<file path="config.mk">
export PLATFORM = sky130hd
export DESIGN_NAME = freq_meter_multi
export DESIGN_NICKNAME = d
export VERILOG_FILES = /design/src/rtl/freq_meter_pkg.sv /design/src/rtl/freq_meter_chan.sv /design/src/rtl/freq_meter_multi.sv
export SDC_FILE = /design/constraint.sdc
export NUM_CORES = 1
export LEC_CHECK = 0
export BUFFER_PORTS_ARGS = -buffer_cell sky130_fd_sc_hd__buf_2
export CORE_MARGIN = 1.5
export CORE_UTILIZATION = 45
export DETAILED_ROUTE_END_ITERATION = 6
export PLACE_DENSITY = 0.73
export SYNTH_ARGS = -nofsm -noshare
export SYNTH_HDL_FRONTEND = slang
export SYNTH_SLANG_ARGS = --single-unit
</file>
<file path="constraint.sdc">
create_clock -name aclk -period 3.6 [get_ports aclk]
set_input_delay 0.9 -clock aclk [delete_from_list [all_inputs] [get_ports aclk]]
set_output_delay 0.9 -clock aclk [all_outputs]
set_load 0.005 [all_outputs]
</file>
<file path="src/rtl/freq_meter_pkg.sv">
// Shared constants and width helpers for the multi-channel gated event counter.
package freq_meter_pkg;

   localparam logic [1:0] ST_IDLE  = 2'd0;
   localparam logic [1:0] ST_WAIT  = 2'd1;
   localparam logic [1:0] ST_COUNT = 2'd2;

   localparam logic MODE_CONT   = 1'b0;
   localparam logic MODE_SINGLE = 1'b1;

   localparam logic GATE_INT = 1'b0;
   localparam logic GATE_EXT = 1'b1;

   // Bits needed to hold the values 0..n-1 (never less than one bit).
   function automatic int cnt_width(input int n);
      return (n < 2) ? 1 : $clog2(n);
   endfunction

endpackage

</file>
<file path="src/rtl/freq_meter_chan.sv">
// One channel: saturating event counter plus the result/overflow latched at each window end.
module freq_meter_chan #(
   parameter int CNTBITS = 32
) (
   input  logic               aclk,
   input  logic               aresetn,
   input  logic               load,
   input  logic               inc,
   input  logic               latch,
   input  logic               ev,
   output logic [CNTBITS-1:0] count_o,
   output logic               ovf_o
);

   logic [CNTBITS-1:0] cnt;
   logic               sat;

   // Latch sees the pre-reload value, so the boundary-cycle event starts the new window.
   always_ff @(posedge aclk or negedge aresetn) begin
      if (!aresetn) begin
         cnt     <= '0;
         sat     <= 1'b0;
         count_o <= '0;
         ovf_o   <= 1'b0;
      end else begin
         if (latch) begin
            count_o <= cnt;
            ovf_o   <= sat;
         end
         if (load) begin
            cnt <= CNTBITS'(ev);
            sat <= 1'b0;
         end else if (inc && ev) begin
            if (&cnt) sat <= 1'b1;
            else      cnt <= cnt + 1'b1;
         end
      end
   end

endmodule

</file>
<file path="src/rtl/freq_meter_multi.sv">
// Multi-channel gated event counter: FSM, internal gate counter and external-gate loss
// detection; per-channel counting lives in freq_meter_chan.
module freq_meter_multi
   import freq_meter_pkg::*;
#(
   parameter int NCH         = 4,
   parameter int CNTBITS     = 32,
   parameter int GATE_CYCLES = 100000000,
   parameter int LOSS_CYCLES = 2 * GATE_CYCLES
) (
   input  logic                   aclk,
   input  logic                   aresetn,
   input  logic [NCH-1:0]         event_i,
   input  logic                   ext_gate_i,
   input  logic                   gate_sel_i,
   input  logic                   mode_i,
   input  logic                   arm_i,
   output logic [NCH*CNTBITS-1:0] count_o,
   output logic [NCH-1:0]         ovf_o,
   output logic                   valid_o,
   output logic                   busy_o,
   output logic                   gate_lost_o,
   output logic [1:0]             dbg_state
);

   localparam int GW = cnt_width(GATE_CYCLES);
   localparam int LW = cnt_width(LOSS_CYCLES + 1);

   logic [1:0]    state, state_nxt;
   logic [GW-1:0] gate_cnt;
   logic [LW-1:0] loss_cnt;
   logic          sel_q, mode_q;
   logic          active, sel_chg, gate_wrap, bnd, latch, arm_idle;

   assign active    = (state == ST_WAIT) || (state == ST_COUNT);
   assign sel_chg   = active && (gate_sel_i != sel_q);
   assign gate_wrap = (gate_cnt == GW'(GATE_CYCLES - 1));
   assign bnd       = active && !sel_chg && ((sel_q == GATE_EXT) ? ext_gate_i : gate_wrap);
   assign latch     = bnd && (state == ST_COUNT);
   assign arm_idle  = (state == ST_IDLE) && arm_i;
   assign busy_o    = active;
   assign dbg_state = state;

   // A gate source change abandons the open window and re-synchronises in WAIT.
   always_comb begin
      state_nxt = state;
      case (state)
         ST_IDLE:  if (mode_i == MODE_CONT || arm_i) state_nxt = ST_WAIT;
         ST_WAIT:  if (bnd) state_nxt = ST_COUNT;
         ST_COUNT: begin
            if (sel_chg)                              state_nxt = ST_WAIT;
            else if (bnd && mode_q == MODE_SINGLE)    state_nxt = ST_IDLE;
         end
         default:  state_nxt = ST_IDLE;
      endcase
   end

   always_ff @(posedge aclk or negedge aresetn) begin
      if (!aresetn) begin
         state    <= ST_IDLE;
         sel_q    <= GATE_INT;
         mode_q   <= MODE_CONT;
         gate_cnt <= '0;
         valid_o  <= 1'b0;
      end else begin
         state   <= state_nxt;
         valid_o <= latch;
         if (!active || sel_chg) sel_q <= gate_sel_i;
         // Mode is captured at each window start so a window ends in the mode it began with.
         if (bnd) mode_q <= mode_i;
         if (!active || sel_chg || gate_wrap) gate_cnt <= '0;
         else                                 gate_cnt <= gate_cnt + 1'b1;
      end
   end

   always_ff @(posedge aclk or negedge aresetn) begin
      if (!aresetn) begin
         loss_cnt    <= '0;
         gate_lost_o <= 1'b0;
      end else begin
         if (ext_gate_i || arm_idle)
            loss_cnt <= '0;
         else if (active && gate_sel_i && loss_cnt != LW'(LOSS_CYCLES))
            loss_cnt <= loss_cnt + 1'b1;

         if (arm_idle)
            gate_lost_o <= 1'b0;
         else if (active && gate_sel_i && !ext_gate_i && loss_cnt == LW'(LOSS_CYCLES - 1))
            gate_lost_o <= 1'b1;
      end
   end

   for (genvar k = 0; k < NCH; k++) begin : g_chan
      freq_meter_chan #(.CNTBITS(CNTBITS)) u_chan (
         .aclk    (aclk),
         .aresetn (aresetn),
         .load    (bnd),
         .inc     (state == ST_COUNT),
         .latch   (latch),
         .ev      (event_i[k]),
         .count_o (count_o[k*CNTBITS +: CNTBITS]),
         .ovf_o   (ovf_o[k])
      );
   end

endmodule
</file>
# After elaboration in Yosys (flattened, before gate mapping)
# Index checks and enable logic that the tools add are counted.
# Widths: inputs -> output; s select.
# op_classes
addsub	6
n_eq_ne	13
n_mux	35
bitwise_logic	1
n_reduce_logical	46
# op_table
op	count
$mux 32	12
$add 32x1->32 const B	4
$reduce_and 32->1	4
$mux 28	2
$add 28x1->28 const B	1
$eq 28x28->1 const B	1
$ne 28x28->1 const B	1
$add 27x1->27 const B	1
$eq 27x27->1 const B	1
$mux 27	1
$reduce_bool 2->1	10
$reduce_and 2->1	8
$mux 1	15
$logic_and 1x1->1	14
$ne 2x2->1 const B	5
$mux 2	4
$pmux 2 s3	1
$logic_or 1x1->1	5
$logic_not 1->1	3
$ne 3x3->1 const B	1
$reduce_and 3->1	1
$eq 2x1->1 const B	1
$eq 2x2->1 const B	1
$logic_not 2->1	1
other kinds (3)	3
# totals
reg_bits	325
in_bits	10
elab_cells	124

# Depth between registers and ports, before layout
# Gate-level depths: netlist of the first run.
# depth
word_depth	10
ltp_mapped	9

# By module
# Synthesis of the first run repeated with hierarchy kept, for this count alone.
# hier_totals
cells_unflattened	1426
area_unflattened_um2	15372.2
# by_module_without_submodules
mod	instances	cells_each	area_each_um2	seq_area_each_um2
freq_meter_chan	4	273	3036.7	1651.6
freq_meter_multi	1	334	3225.6	1526.5

# Worst setup path after synthesis of the first run
# Ideal clock, no wire load.
# synth_timing
path_type	input to register
from	input event_i[1]
to	register g_chan[1].u_chan.cnt[29]
t_arrival_ps	2416
required_ps	3523
path_slack_ps	1107
cell_stages	6
n_path_buf	1
path_cell_list	nand4_1 > or4_1 > buf_2 > a211o_1 > or4_1 > a21oi_1
# synth_between
elab_chain_len	3
# synth_rtl
element	line	text
start, declared	freq_meter_multi.sv:13	input logic [NCH-1:0] event_i,
$logic_and 1x1->1	freq_meter_chan.sv:33	end else if (inc && ev) begin
$reduce_bool 2->1 (no source line)	--	
$reduce_and 2->1 (no source line)	--	
end signal, assigned	freq_meter_chan.sv:31	cnt <= CNTBITS'(ev);
end signal, assigned	freq_meter_chan.sv:35	else cnt <= cnt + 1'b1;
end, declared	freq_meter_chan.sv:15	logic [CNTBITS-1:0] cnt;
# No other way between the ends.
# A chain may end at the register's enable or synchronous reset.

# Final worst setup path of the first run
# layout_timing
from	register state[0], in the netlist dbg_state[0]
to	register g_chan[1].u_chan.cnt[29]
# layout_between
elab_chain_len	8
word_cells_on_any_way	12
# layout_rtl
element	line	text
start, declared	freq_meter_multi.sv:29	logic [1:0] state, state_nxt;
start signal, assigned	freq_meter_multi.sv:66	state <= state_nxt;
$eq 2x1->1 or $eq 2x2->1 (tied branches)	freq_meter_multi.sv:35, freq_meter_multi.sv:98	
$logic_or 1x1->1	freq_meter_multi.sv:35	assign active = (state == ST_WAIT) || (state == ST_COUNT);
$logic_and 1x1->1	freq_meter_multi.sv:36	assign sel_chg = active && (gate_sel_i != sel_q);
$logic_not 1->1	freq_meter_multi.sv:38	assign bnd = active && !sel_chg && ((sel_q == GATE_EXT) ? ext_gate_i : gate_wrap);
$logic_and 1x1->1 (2 in a row)	freq_meter_multi.sv:38	
$ne 2x2->1 (no source line) or $reduce_bool 2->1 (tied branches)	--	
$reduce_and 2->1 (no source line)	--	
# Several ways; a longest one is shown, not always the timed one.

==> results of run 1 <==
## metrics by stage
step / setup slack (ns) / area, sq um / util (%) / instances
after floorplan: 1.11 / 15500 / - / 1463
after global placement: 0.811 / 16700 / 49.6 / 2004
after detailed placement: 0.674 / 16700 / 49.6 / 2004
after CTS: 0.757 / 18000 / 53.3 / 2069
after global routing: 0.494 / 18000 / 53.3 / 2069
final: 0.762 / 18000 / 53.3 / 2070
## logic make-up (layout without fill, tap and decap cells)
group	Yosys count	after routing
and+or+nand+nor	556	556
DFF	325	325
AOI/OAI and AO/OA	275	275
muxes	136	136
buffers and inverters	103	261
xor gates and xnor gates	57	57
adders and majority gates	11	11
other	0	1
## synth_stat cells, drive strengths merged (23+ instances only)
cell type	instances	area, sq um
dfrtp	325	8130
mux2	134	1510
a21oi	122	614
nor2	95	357
nand3	81	405
nand2	76	285
o21ai	76	380
or3	69	434
nand4	54	338
xnor2	40	350
nor4	38	272
buf	37	230
clkbuf	36	138
or4	36	272
o31ai	33	262
inv	30	113
nor3	25	135
and3	23	145
## cell type report
type	count	area [sq um]	area share [%]
repair buffers	166	978	5.45
diodes	1	2.50	0.0139
multi-input cells	1035	6920	38.5
clock inverters	16	235	1.31
inverters	30	113	0.627
well taps	448	561	3.12
clock buffers	49	1020	5.68
flip-flops and latches	325	8130	45.3
## registers in the layout, summed over array words and instances (netlist names)
register,cells
g_chan.u_chan.ovf_o,4
gate_cnt,27
mode_q,1
g_chan.u_chan.sat,4
sel_q,1
gate_lost_o,1
g_chan.u_chan.cnt,128
dbg_state,2
g_chan.u_chan.count_o,128
loss_cnt,28
valid_o,1
## metal layers
metal	track usage (%)	up-vias	part of all wire, %
met1	27.8	6104	45
met4	5.40	2	2.0
met2	33.1	271	47
met3	4.40	56	5.9
li1	-	5720	-
met5	0	-	0.036
## worst min-delay path by stage
stage | from | endpoint | slack [ns] | depth (start not counted)
2_1_floorplan | gate_cnt[0]$_DFF_PN0_ | gate_cnt[0]$_DFF_PN0_ | 0.46 | 1
3_3_place_gp | gate_cnt[0]$_DFF_PN0_ | gate_cnt[0]$_DFF_PN0_ | 0.47 | 1
3_5_place_dp | g_chan[2].u_chan.sat$_DFFE_PN0P_ | g_chan[2].u_chan.sat$_DFFE_PN0P_ | 0.49 | 2
4_1_cts | aresetn | g_chan[0].u_chan.count_o[4]$_DFFE_PN0P_ | 0.37 | 1
5_1_grt | aresetn | g_chan[0].u_chan.count_o[4]$_DFFE_PN0P_ | 0.40 | 1
6_report | aresetn | g_chan[0].u_chan.count_o[10]$_DFFE_PN0P_ | 0.37 | 1
## critical path: stages, from the launching register on
cell and delay (ns):
sky130_fd_sc_hd__dfrtp_1 0.41, sky130_fd_sc_hd__inv_1 0.11, sky130_fd_sc_hd__ha_1 0.45, sky130_fd_sc_hd__nand4_1 0.14, sky130_fd_sc_hd__or4_1 0.60, sky130_fd_sc_hd__a211o_1 0.42
sky130_fd_sc_hd__or4_1 0.50, sky130_fd_sc_hd__a21oi_1 0.14
## cell usage in the layout (no fill, tap or decap), types with 23 or more instances in the layout
| master | Yosys | final |
|---|---|---|
| sky130_fd_sc_hd__a21oi_1 | 121 | 120 |
| sky130_fd_sc_hd__buf_2 | 19 | 145 |
| sky130_fd_sc_hd__clkbuf_16 | 0 | 37 |
| sky130_fd_sc_hd__dfrtp_1 | 325 | 325 |
| sky130_fd_sc_hd__inv_1 | 30 | 30 |
| sky130_fd_sc_hd__mux2_2 | 134 | 134 |
| sky130_fd_sc_hd__nand2_1 | 76 | 76 |
| sky130_fd_sc_hd__nand3_1 | 81 | 81 |
| sky130_fd_sc_hd__nand4_1 | 54 | 54 |
| sky130_fd_sc_hd__nor2_1 | 95 | 95 |
| sky130_fd_sc_hd__nor3_1 | 23 | 23 |
| sky130_fd_sc_hd__nor4_1 | 34 | 33 |
| sky130_fd_sc_hd__o21ai_0 | 76 | 76 |
| sky130_fd_sc_hd__o31ai_1 | 32 | 32 |
| sky130_fd_sc_hd__or3_1 | 67 | 67 |
| sky130_fd_sc_hd__or4_1 | 35 | 35 |
| sky130_fd_sc_hd__xnor2_1 | 40 | 40 |
## power by group through the flow
stage	combinational (mW)	clock, mW	sequential (mW)
6_report	1.10	3.86	4.08
4_1_cts	1.12	3.94	4.08
2_1_floorplan	0.688	0	4.08
3_5_place_dp	1.11	0	4.15
5_1_grt	1.23	4.09	4.12
3_3_place_gp	1.08	0	4.14
==> run_summary.xml, run 1 <==
<?xml version="1.0" encoding="UTF-8"?>
<metrics>
  <group name="status">
    <metric name="outcome" unit="">finished, final reports clean</metric>
  </group>
  <group name="yosys">
    <metric name="synthSimpleGateAreaFrac" unit="%">20.1</metric>
    <metric name="synth-seq-area-share" unit="%">52.5</metric>
    <metric name="synth-seq-cells" unit="">325</metric>
    <metric name="post_synth_xor_area_fraction" unit="%">3.22</metric>
    <metric name="compound_cell_area_share_of_the_yosys_netlist" unit="%">10.4</metric>
    <metric name="synth_fa_ha_area_share" unit="%">0.888</metric>
    <metric name="netlist_instances" unit="">1463</metric>
    <metric name="main_combinational_cell_family_by_area_after_synthesis" unit="">simple AND/OR/NAND/NOR gates</metric>
    <metric name="ys_warn_count" unit="">0</metric>
    <metric name="postSynth.asyncResetShare" unit="%">100</metric>
    <metric name="synthFlopType" unit="">sky130_fd_sc_hd__dfrtp_1</metric>
    <metric name="synth.cell_area" unit="sq um">15500</metric>
    <metric name="synth_edf_count" unit="">0</metric>
    <metric name="synth_nets" unit="">1484</metric>
    <metric name="muxShareOfSynthArea" unit="%">9.87</metric>
    <metric name="ys_types" unit="">66</metric>
    <metric name="postSynthAreaPerCell" unit="sq um">10.6</metric>
  </group>
  <group name="pwr">
    <metric name="switching_fraction" unit="%">27.2</metric>
    <metric name="p_clk_share" unit="%">42.7</metric>
    <metric name="irDropWorstVdd" unit="V">0.000351</metric>
    <metric name="share_of_total_power_in_combinational_logic" unit="%">12.2</metric>
    <metric name="intPower" unit="mW">6.59</metric>
    <metric name="total_switching_power" unit="mW">2.46</metric>
    <metric name="p_leak" unit="nW">7.96</metric>
    <metric name="total_power" unit="mW">9.05</metric>
    <metric name="cellPowerDensity" unit="nW/um^2">504</metric>
    <metric name="power.share.sequential" unit="%">45.1</metric>
  </group>
  <group name="detailed_routing">
    <metric name="drt_drc_violations_left" unit="">0</metric>
    <metric name="pre_repair_dr_iteration_count" unit="">5</metric>
    <metric name="vias_per_cell" unit="">5.87</metric>
    <metric name="route.vias.total" unit="">12200</metric>
    <metric name="total_routed_wirelength" unit="mm">36.1</metric>
    <metric name="wire_per_inst" unit="microns">17.4</metric>
    <metric name="drt.antenna.violating_nets" unit="">0</metric>
    <metric name="drt_iter0_markers" unit="">913</metric>
  </group>
  <group name="sta">
    <metric name="period_share" unit="%">78.8</metric>
    <metric name="actual_slew_at_the_worst_max_slew_pin" unit="ns">1.09</metric>
    <metric name="slew_violations" unit="">0</metric>
    <metric name="relSlewSlack" unit="%">26.6</metric>
    <metric name="final_min_period" unit="ns">2.84</metric>
    <metric name="setup-tns-final" unit="ns">0</metric>
    <metric name="fin_skew" unit="ns">0.0263</metric>
    <metric name="finalSetupViolCount" unit="">0</metric>
    <metric name="final-hold-violation-count" unit="">0</metric>
    <metric name="final.hold.worst_slack" unit="ns">0.373</metric>
    <metric name="rsz0062_at_grt" unit="">false</metric>
    <metric name="fmax" unit="MHz">352</metric>
  </group>
  <group name="cts">
    <metric name="clk_path_buf_depth" unit="">3</metric>
    <metric name="clk-insertion-delay-late" unit="ns">0.54</metric>
    <metric name="cts_tree" unit="">done</metric>
    <metric name="cts_resized" unit="">0</metric>
    <metric name="clkTransAtPathRegs" unit="ns">0.06</metric>
    <metric name="cts-hold-fix-buffers" unit="">0</metric>
    <metric name="clock-sinks" unit="">325</metric>
    <metric name="postCtsSetupRepairBufs" unit="">0</metric>
    <metric name="clk_root_buffer_cell" unit="">sky130_fd_sc_hd__clkbuf_16</metric>
    <metric name="cts_made_buffers" unit="">37</metric>
    <metric name="htreeDepth" unit="">2</metric>
  </group>
  <group name="run">
    <metric name="drv_cap" unit="">0</metric>
  </group>
  <group name="critical_path">
    <metric name="reg2reg_to" unit="">g_chan[1].u_chan.cnt[29]$_DFFE_PN0P_</metric>
    <metric name="critPathCapture" unit="">g_chan[1].u_chan.cnt[29]$_DFFE_PN0P_</metric>
    <metric name="crit_required" unit="ns">4.07</metric>
    <metric name="ff2ff_setup_slack" unit="ns">0.76</metric>
    <metric name="reg2regPathDepth" unit="">7</metric>
    <metric name="critical_path.startpoint" unit="">dbg_state[0]$_DFFE_PN0P_</metric>
    <metric name="critPathCaptureType" unit="">register</metric>
    <metric name="setup.worst_path.start_class" unit="">register</metric>
    <metric name="critical_path_peak_fanout" unit="">14</metric>
    <metric name="timing.setup.critical_path_class" unit="">register to register</metric>
    <metric name="data_arrival_critical_path" unit="ns">3.31</metric>
    <metric name="critical_path.reg2reg.startpoint" unit="">dbg_state[0]$_DFFE_PN0P_</metric>
  </group>
  <group name="hold_path">
    <metric name="hp_class" unit="">input port to async pin</metric>
  </group>
  <group name="global_routing">
    <metric name="grt_antenna_before_repair" unit="">2</metric>
    <metric name="globalRoute.totalOverflow" unit="">0</metric>
    <metric name="grt_pass1_vias" unit="">11800</metric>
    <metric name="grtUsageTotal" unit="%">20.4</metric>
    <metric name="global_route_wire_length_before_repair" unit="mm">60.7</metric>
    <metric name="grt_start_max_net_pins" unit="">81</metric>
  </group>
  <group name="finish">
    <metric name="drive_above_1_share" unit="%">23.8</metric>
    <metric name="nFillCells" unit="">2982</metric>
    <metric name="layout.nets" unit="">1616</metric>
    <metric name="area_growth_from_synthesis_to_final_layout" unit="%">15.9</metric>
  </group>
  <group name="placed_design">
    <metric name="gpl.final_weighted_congestion" unit="">0.859</metric>
    <metric name="place.port_buffers" unit="">146</metric>
    <metric name="detailed_place_hpwl" unit="mm">24.2</metric>
  </group>
  <group name="die">
    <metric name="floorplan.rows" unit="">67</metric>
    <metric name="floorplan.initialDensity" unit="%">46.0</metric>
    <metric name="ioPinCount" unit="">147</metric>
    <metric name="core_area" unit="sq um">33700</metric>
    <metric name="fp.dieH" unit="microns">189</metric>
    <metric name="die_area" unit="sq um">35600</metric>
    <metric name="die_width" unit="microns">189</metric>
  </group>
</metrics>
Note: power is estimated with default switching activity, not from simulation.
==> run 2, diff against run 1 <==
- PLACE_DENSITY: 0.73 -> 0.76
- clock period: 3.6 -> 2.3 ns (I/O delays scaled with it)
==> run 2 against run 1 <==
  * Via count rose by 2.5%
  * Highest routed layer is now met4
  * Critical path depth unchanged
  * Non-clock buffer count increased by 101
==> run_summary.xml, run 2 (synthesized netlist as in run 1, its figures left out) <==
<?xml version="1.0" encoding="UTF-8"?>
<metrics>
  <group name="status">
    <metric name="outcome" unit="">finished, final reports clean</metric>
  </group>
  <group name="placed_design">
    <metric name="detailed_place_hpwl" unit="mm">26.0</metric>
    <metric name="placement.cell_area" unit="sq um">17500</metric>
    <metric name="place.port_buffers" unit="">146</metric>
    <metric name="gpl.final_weighted_congestion" unit="">0.855</metric>
  </group>
  <group name="finish">
    <metric name="final_core_util" unit="%">56.3</metric>
    <metric name="largest_regs" unit="">g_chan.u_chan.cnt x128, g_chan.u_chan.count_o x128, loss_cnt x28</metric>
    <metric name="layout_common_cells" unit="">323 x sky130_fd_sc_hd__dfrtp_1, 145 x sky130_fd_sc_hd__buf_2, 134 x sky130_fd_sc_hd__mux2_2</metric>
    <metric name="drive_above_1_share" unit="%">29.5</metric>
    <metric name="area_growth_from_synthesis_to_final_layout" unit="%">22.4</metric>
    <metric name="layout.nets" unit="">1716</metric>
    <metric name="final_common_cell" unit="">sky130_fd_sc_hd__dfrtp_1</metric>
    <metric name="antennaDiodeCount" unit="">0</metric>
    <metric name="design_area" unit="sq um">19000</metric>
  </group>
  <group name="global_routing">
    <metric name="grt_pass1_vias" unit="">12500</metric>
    <metric name="global_route_wire_length_before_repair" unit="mm">62.3</metric>
    <metric name="globalRoute.totalOverflow" unit="">0</metric>
    <metric name="grt_start_max_net_pins" unit="">68</metric>
    <metric name="grt_antenna_before_repair" unit="">1</metric>
    <metric name="grtUsageTotal" unit="%">20.9</metric>
  </group>
  <group name="die">
    <metric name="die_area" unit="sq um">35600</metric>
    <metric name="ioPinCount" unit="">147</metric>
    <metric name="floorplan.initialDensity" unit="%">46.0</metric>
    <metric name="core_area" unit="sq um">33700</metric>
    <metric name="die_width" unit="microns">189</metric>
    <metric name="floorplan.rows" unit="">67</metric>
    <metric name="fp.dieH" unit="microns">189</metric>
  </group>
  <group name="critical_path">
    <metric name="timing.critical_path.cells" unit="">nor4b_4, and3_4, nand4_1, a21oi_4, buf_12, buf_12, mux2_2</metric>
    <metric name="timing.setup.critical_path_class" unit="">register to register</metric>
    <metric name="worst_path_max_delay_cell" unit="">sky130_fd_sc_hd__dfrtp_1</metric>
    <metric name="crit_buf_inv" unit="">2</metric>
    <metric name="crit_path_max_incr_delay" unit="ns">0.41</metric>
    <metric name="worst_path_most_repeated_cell" unit="">sky130_fd_sc_hd__buf_12</metric>
    <metric name="ff2ff_setup_slack" unit="ns">0.04</metric>
    <metric name="data_arrival_critical_path" unit="ns">2.65</metric>
    <metric name="critPathCaptureType" unit="">register</metric>
    <metric name="setup.worst_path.start_class" unit="">register</metric>
    <metric name="critical_path.startpoint" unit="">gate_cnt[8]$_DFF_PN0_</metric>
    <metric name="critical_path_peak_fanout" unit="">21</metric>
    <metric name="critical_path.reg2reg.startpoint" unit="">gate_cnt[8]$_DFF_PN0_</metric>
    <metric name="crit_required" unit="ns">2.70</metric>
    <metric name="cpLargestDelayFamily" unit="">simple AND/OR/NAND/NOR gates</metric>
  </group>
  <group name="sta">
    <metric name="actual_slew_at_the_worst_max_slew_pin" unit="ns">0.531</metric>
    <metric name="relSlewSlack" unit="%">64.5</metric>
    <metric name="fmax" unit="MHz">443</metric>
    <metric name="slew_violations" unit="">0</metric>
    <metric name="final-hold-violation-count" unit="">0</metric>
    <metric name="fin_skew" unit="ns">0.0127</metric>
    <metric name="final_min_period" unit="ns">2.26</metric>
    <metric name="rsz0062_at_grt" unit="">true</metric>
    <metric name="period_share" unit="%">98.2</metric>
    <metric name="finalSetupViolCount" unit="">0</metric>
  </group>
  <group name="cts">
    <metric name="cts_made_buffers" unit="">36</metric>
    <metric name="clock-sinks" unit="">325</metric>
    <metric name="htreeDepth" unit="">2</metric>
    <metric name="cts_tree" unit="">done</metric>
    <metric name="clk_root_buffer_cell" unit="">sky130_fd_sc_hd__clkbuf_16</metric>
    <metric name="clk_path_buf_depth" unit="">3</metric>
    <metric name="clkTransAtPathRegs" unit="ns">0.06</metric>
    <metric name="clk-insertion-delay-late" unit="ns">0.51</metric>
  </group>
  <group name="detailed_routing">
    <metric name="pre_repair_dr_iteration_count" unit="">5</metric>
    <metric name="drt_drc_violations_left" unit="">0</metric>
    <metric name="total_routed_wirelength" unit="mm">37.0</metric>
    <metric name="vias_per_cell" unit="">5.75</metric>
    <metric name="wire_per_inst" unit="microns">17.0</metric>
    <metric name="drt_iter0_markers" unit="">745</metric>
    <metric name="drt.antenna.violating_nets" unit="">0</metric>
    <metric name="route.vias.total" unit="">12500</metric>
  </group>
  <group name="hold_path">
    <metric name="hp_class" unit="">input port to register</metric>
    <metric name="min-delay-start" unit="">arm_i</metric>
  </group>
  <group name="pwr">
    <metric name="cellPowerDensity" unit="nW/um^2">767</metric>
    <metric name="power.share.sequential" unit="%">43.8</metric>
    <metric name="switching_fraction" unit="%">26.0</metric>
    <metric name="p_leak" unit="nW">8.53</metric>
    <metric name="p_clk_share" unit="%">42.4</metric>
    <metric name="intPower" unit="mW">10.8</metric>
    <metric name="irDropWorstVdd" unit="V">0.000659</metric>
    <metric name="total_power" unit="mW">14.5</metric>
    <metric name="share_of_total_power_in_combinational_logic" unit="%">13.9</metric>
    <metric name="total_switching_power" unit="mW">3.78</metric>
  </group>
  <group name="run">
    <metric name="drv_cap" unit="">0</metric>
  </group>
</metrics>
==> run 2: cell types whose count changed in the layout (fill, tap and decap cells not counted), sizes merged <==
cell	change
dlygate4sd3	+1
bufinv	+1
diode	-1
clkinvlp	+2
clkinv	-8
inv	+1
buf	+100
clkbuf	+3
==> run 2: worst paths after layout <==
path	cells past startpoint	to
hold / removal	2	gate_lost_o$_DFFE_PN0P_
setup / recovery	7	g_chan[0].u_chan.count_o[23]$_DFFE_PN0P_
min in group asynchronous	2	g_chan[2].u_chan.cnt[21]$_DFFE_PN0P_
hold reg to reg	2	g_chan[2].u_chan.sat$_DFFE_PN0P_
setup reg to reg	7	g_chan[0].u_chan.count_o[23]$_DFFE_PN0P_
max in group asynchronous	3	g_chan[3].u_chan.cnt[0]$_DFFE_PN0P_
==> run 2: cell type report <==
cell class	instances	area (sq um)
Fill cell	2862	14700
Inverter	30	113
Clock buffer	52	1090
Tap cell	448	561
Sequential cell	325	8140
Timing Repair Buffer	267	1840
Clock inverter	12	198
Multi-Input combinational cell	1035	7030
==> run 2: what timing repair did <==
action	in CTS	in global routing
gates resized for setup	6	23
hold buffers	1	0
setup endpoints to repair	131	175
pin swaps	3	9
hold endpoints to repair	38	0
buffers inserted	1	3
==> run 2: metal layers <==
metal  share of wire [%]  vias up  global-route usage [%]
met2                  49      309                    35.3
met3                 5.8       44                    4.13
met4                 1.5        0                    4.67
li1                    -     5892                       -
met1                  44     6217                    27.9
met5                   0        -                       0
==> run 2: power by group through the flow <==
stage	Clock (mW)	Combinational [mW]	Sequential (mW)
2_1_floorplan	0	1.08	6.38
4_1_cts	6.30	2.00	6.36
3_5_place_dp	0	1.96	6.46
6_report	6.16	2.02	6.37
5_1_grt	6.56	2.24	6.41
3_3_place_gp	0	1.90	6.44
==> run 2: stage by stage <==
step	setup WS, ns	cells	hold slack, ns	TNS (ns)
6_report	0.0422	2169	0.307	0
5_1_grt	-0.0697	2169	0.319	-2.19
4_1_cts	-0.00630	2166	0.296	-0.00674
3_5_place_dp	-0.0954	2100	0.488	-6.88
3_3_place_gp	-0.0391	2100	0.485	-2.27
2_1_floorplan	0.00445	1463	0.279	0
